==> src/rtl/iaoq_sequencer.sv <==
// IAOQ front/back sequencer for the fetch stage: sequential advance, delayed-branch
// redirect, branch hold across stalls, nullify tracking. Optional: IAOQ_BRANCH_CNT_EN adds br_count.
module iaoq_sequencer #(
   parameter int AW          = 8,
   parameter int INC         = 4,
   parameter int RESET_FRONT = 0,
   parameter int RESET_BACK  = 4
) (
   input  logic          clk,
   input  logic          reset,
   input  logic          stall,
   input  logic          br_valid,
   input  logic [AW-1:0] br_target,
   input  logic          nullify_req,
   output logic [AW-1:0] iaoq_front,
   output logic [AW-1:0] iaoq_back,
   output logic          in_dslot,
   output logic          fetch_nullify,
   output logic          br_pending
`ifdef IAOQ_BRANCH_CNT_EN
   ,
   output logic [15:0]   br_count
`endif
);

   typedef enum logic [1:0] {S_RUN, S_PEND, S_DSLOT} state_e;

   state_e        state_q;
   logic [AW-1:0] front_q, back_q, pend_tgt_q;
   logic          in_dslot_q, fetch_nul_q, br_pending_q, nul_pend_q;
   logic          redirect_d;
   logic [AW-1:0] tgt_d, back_d;

   // A fresh branch this cycle beats a target held from an earlier stall.
   always_comb begin
      redirect_d = br_valid || (state_q == S_PEND);
      tgt_d      = br_valid ? br_target : pend_tgt_q;
      back_d     = redirect_d ? tgt_d : back_q + AW'(INC);
   end

   always_ff @(posedge clk) begin
      if (reset) begin
         state_q      <= S_RUN;
         front_q      <= AW'(RESET_FRONT);
         back_q       <= AW'(RESET_BACK);
         pend_tgt_q   <= '0;
         in_dslot_q   <= 1'b0;
         fetch_nul_q  <= 1'b0;
         br_pending_q <= 1'b0;
         nul_pend_q   <= 1'b0;
      end else if (!stall) begin
         front_q      <= back_q;
         back_q       <= back_d;
         in_dslot_q   <= redirect_d;
         state_q      <= redirect_d ? S_DSLOT : S_RUN;
         br_pending_q <= 1'b0;
         fetch_nul_q  <= nullify_req | nul_pend_q;
         nul_pend_q   <= 1'b0;
      end else begin
         // Frozen queue: only capture a branch or nullify to deliver on release.
         if (br_valid) begin
            pend_tgt_q   <= br_target;
            br_pending_q <= 1'b1;
            state_q      <= S_PEND;
         end
         if (nullify_req) nul_pend_q <= 1'b1;
      end
   end

`ifdef IAOQ_BRANCH_CNT_EN
   logic [15:0] br_count_q;
   always_ff @(posedge clk) begin
      if (reset)
         br_count_q <= '0;
      else if (!stall && redirect_d && br_count_q != 16'hFFFF)
         br_count_q <= br_count_q + 16'd1;
   end
   assign br_count = br_count_q;
`endif

   assign iaoq_front    = front_q;
   assign iaoq_back     = back_q;
   assign in_dslot      = in_dslot_q;
   assign fetch_nullify = fetch_nul_q;
   assign br_pending    = br_pending_q;

endmodule

==> config.mk <==
export PLATFORM = sky130hd
export DESIGN_NAME = iaoq_sequencer
export DESIGN_NICKNAME = d
export VERILOG_FILES = /design/src/rtl/iaoq_sequencer.sv
export SDC_FILE = /design/constraint.sdc
export NUM_CORES = 1
export LEC_CHECK = 0
export BUFFER_PORTS_ARGS = -buffer_cell sky130_fd_sc_hd__buf_2
export CAP_MARGIN = 20
export CORE_ASPECT_RATIO = 1.1
export CORE_UTILIZATION = 54
export CTS_BUF_LIST = sky130_fd_sc_hd__clkbuf_8
export CTS_CLUSTER_SIZE = 40
export DETAILED_ROUTE_END_ITERATION = 8
export GPL_TIMING_DRIVEN = 0
export PLACE_DENSITY = 0.81
export SLEW_MARGIN = 20
export SYNTH_ARGS = -nofsm -noshare
export SYNTH_HDL_FRONTEND = slang
export SYNTH_SLANG_ARGS = --single-unit
==> constraint.sdc <==
create_clock -name clk -period 2.15 [get_ports clk]
set_clock_uncertainty 0.05 [all_clocks]
set_input_delay 0.1075 -clock clk [delete_from_list [all_inputs] [get_ports clk]]
set_output_delay 0.1075 -clock clk [all_outputs]
set_load 0.02 [all_outputs]
# Word-level counts from Yosys, hierarchy flattened
# Cells that the tools add are included.
# totals
regBits	30
latchBits	0
ram_bits	0
romBits	0
n_memories	0
# classes
add_sub_neg	1
multipliers	0
n_div	0
order_cmp	0
eq_ne	2
shift	0
n_mux	5
n_bitwise	2
reduce_logical	2
# op_table
cell	count
$mux W8	2
$add A8 B3 Y8 const B	1
$mux W2	3
$eq A2 B1 Y1 const B	1
$ne A2 B1 Y1 const B	1
$reduce_or A2 Y1	1
$logic_or A1 B1 Y1	1
$not A1 Y1	1
$or A1 B1 Y1	1

# Longest topological paths before layout
# depth
word_depth	4
ltp_mapped	6

# Worst setup path after synthesis
# No wires, ideal clock.
# synth_timing
kind	reg-to-reg
from	reg back_q[2], in the netlist iaoq_back[2]
to	reg back_q[7], in the netlist iaoq_back[7]
setup_ns	0.074
arrival_time_ns	1.571
required_time_ns	2.026
path_slack_ns	0.454
stages_incl_launch_ff	5
path_buffers	0
path_cell_list	dfxtp_1 > nand3_2 > or3_1 > or4b_1 > a31oi_1
# synth_via
elab_chain_cells	2
# synth_lines
element	line_no	rtl
start, declared	29	logic [AW-1:0] front_q, back_q, pend_tgt_q;
start signal, assigned	45	back_q <= AW'(RESET_BACK);
start signal, assigned	53	back_q <= back_d;
$add A8 B3 Y8	38	back_d = redirect_d ? tgt_d : back_q + AW'(INC);
$mux W8	38	
# No other way between the ends.
# A chain may end at the register's enable or synchronous reset.

# Worst setup path after layout
# Ends and elaborated chain as after synthesis.

==> impl_metrics.ini <==
[outcome]
outcome = completed

[timing]
hold_viol = 0
maxSlewHeadroom = 0.6015
max_freq_mhz = 595.2
post-route-period-util = 0.7814
maxSlewViolCount = 0
worst_slew_pin_slew_ns = 0.5978
setup-tns-final_ns = 0
min_period_ns = 1.680
rsz0062_at_grt = false
setup_viol = 0
worst_slack_ns = 0.4700

[synthesis]
ys_ff_latch = 30
synthDistinctLibCells = 28
yosysMostFrequentCell = dfxtp_1
synthFlopType = dfxtp_1
netlist_area_um2 = 1270
ys_seq_area_frac = 0.4729
synth_edf_count = 0
synth_cells = 143
synth_top_family_by_area = simple AND/OR/NAND/NOR gates
synth_common_cells = dfxtp_1 (30), nor2_1 (24), mux2i_1 (15), a21oi_1 (13)
synth-xor-area-share = 0
synth_simple_gate_area_frac = 0.1911
ys_top_cells_by_area = dfxtp_1 (47%), mux2i_1 (12%), nor2_1 (7.1%)
synth_top_area_share = 0.4729
synth_fp_nets = 157
synth-compound-area-share = 0.1429
yosys.area.top_type = dfxtp_1
async_flop_share = 0
muxShareOfSynthArea = 0.1360
synthAdderAreaFrac = 0.009852
yosys_warnings = 0
synth_area_per_cell_um2 = 8.881

[clocking]
cts_tree = yes
clock_tree.buffer_depth = 2
path_clk_slew_ns = 0.06
insertion_delay_ns = 0.28
holdBufCountCts = 0
cts_setup_buffers = 0
clock_sinks = 30
ctsResizeCount = 0
ctsHtreeMaxLevel = 2
numCtsBuffers = 5
cts-root-buf = clkbuf_8

[route]
routed_via_density = 5.641
dr_total_vias = 1179
drt-pass1-iter-count = 4
wl_per_cell_um = 14.07
antenna_left = 0
remaining_drc_errors = 0
drtIter0Drc = 44
drt_wl_total_um = 2941

[floorplan]
io_pins = 32
dieWidth_um = 48.24
core_area_um2 = 2230
start_util = 0.5696
die_y_um = 52.86
rows = 18
dieArea_um2 = 2550

[setup_path]
path_buf_inv = 0
start_kind = flip-flop
crit_required_ns = 2.31
path_max_fanout = 6
crit_type = flip-flop to flip-flop
crit_chain = nand3_2 -> or3_1 -> or4b_1 -> a31oi_1
r2r_slack_ns = 0.47
critPathSlowestCell = or4b_1
cp_top_family = simple AND/OR/NAND/NOR gates
crit_arrival_ns = 1.84
max_stage_delay_ns = 0.50
critPathCaptureType = flip-flop

[power]
net-switching-power_mw = 0.3312
clkPwrFrac = 0.419
peakVddDrop_v = 0.0007122
p_per_area_nw_per_um2 = 867.1
cell_internal_pwr_mw = 1.026
p_comb_frac = 0.132
cellLeakagePower_nw = 0.6918
p_seq_frac = 0.449
switching_share = 0.2440

[min_path]
worstHoldPathType = primary input to flip-flop

[placed_design]
place_ws_ns = 0.4867
io_buffers = 29
place_hpwl_um = 2072
gp_congestion = 0.8499
dpl_cell_area_um2 = 1453
dp.cells = 202

[layout]
nNetsFinal = 193
fin_area_um2 = 1565
area_growth_pct = 23.25
final_cells = 209
drive_gt1_frac = 0.2458
utilization = 0.7020
diodes = 0

[grt]
grt_max_degree = 11
antenna_found_initial = 0
grt_pass1_vias = 1032
track_usage = 0.2584
grt_pass1_wl_um = 4457
grt_overflow = 0

[job]
drv_cap = 0
[area by class of cell]
class	count	area, µm²
timing repair buffer	29	145.1
multi-input combinational	98	609.3
clock buffer	6	82.58
clock inverter	1	30.03
tap	30	37.54
fill	188	664.4
sequential	30	600.6
buffer	11	45.04
inverter	4	15.01
[cell usage in the layout (no fill, tap or decap), drive strengths merged]
cell type  netlist  final
buf              5     34
dfxtp           30     30
nor2            25     25
mux2i           15     15
a21oi           13     13
clkbuf           6     12
nand3            8      8
nand2            7      7
a211oi           5      5
inv              4      4
a31oi            4      4
nand2b           2      2
nor2b            2      2
nor3             2      2
nor4             2      2
a221oi           2      2
o32ai            2      2
mux2             2      2
a21o             1      1
or2              1      1
o22ai            1      1
o21ai            1      1
or3              1      1
or4b             1      1
ha               1      1
bufinv           0      1
[cells by family after synthesis]
family                   count (synthesis)
buffers and inverters                   15
AO/OA/AOI/OAI                           29
flip-flops                              30
adder cells (fa/ha/maj)                  1
multiplexers                            17
AND/OR/NAND/NOR                         51
[tightest hold or removal path, stage by stage]
cell    delay (ns)
buf_2         0.08
nor2_1        0.04
nor2_1        0.08
[metrics by stage]
stage	total power, mW	hold slack [ns]
after floorplan	0.7402	0.1977
after global placement	0.7882	0.2923
after detailed placement	0.7975	0.3037
after CTS	1.363	0.009694
after global routing	1.412	0.04303
final	1.357	0.02083
[metal layers]
metal,part of all wire,up-vias,global-route usage
met1,0.43,558,0.3171
met5,0,-,0
met3,0.056,6,0.09898
li1,-,575,-
met4,0.015,0,0.1204
met2,0.50,40,0.3867
[path summary, 6_finish.rpt]
path	from	end	depth (start not counted)
max	iaoq_back[2]	iaoq_back[7]	4
min	nullify_req	nul_pend_q	3
max reg2reg	iaoq_back[2]	iaoq_back[7]	4
min reg2reg	pend_tgt_q[4]	pend_tgt_q[4]	2
[power groups by stage]
stage | Combinational [mW] | Sequential (mW) | Clock, mW
final | 0.179 | 0.609 | 0.569
after global routing | 0.194 | 0.613 | 0.605
after CTS | 0.178 | 0.609 | 0.576
after detailed placement | 0.176 | 0.621 | 0
after global placement | 0.169 | 0.619 | 0
after floorplan | 0.0975 | 0.643 | 0
[registers in the layout, summed over array words and instances (netlist names)]
name           flops
br_pending         1
fetch_nullify      1
iaoq_back          8
iaoq_front         8
in_dslot           1
nul_pend_q         1
pend_tgt_q         8
state_q            2
(Power assumes the default switching activity.)
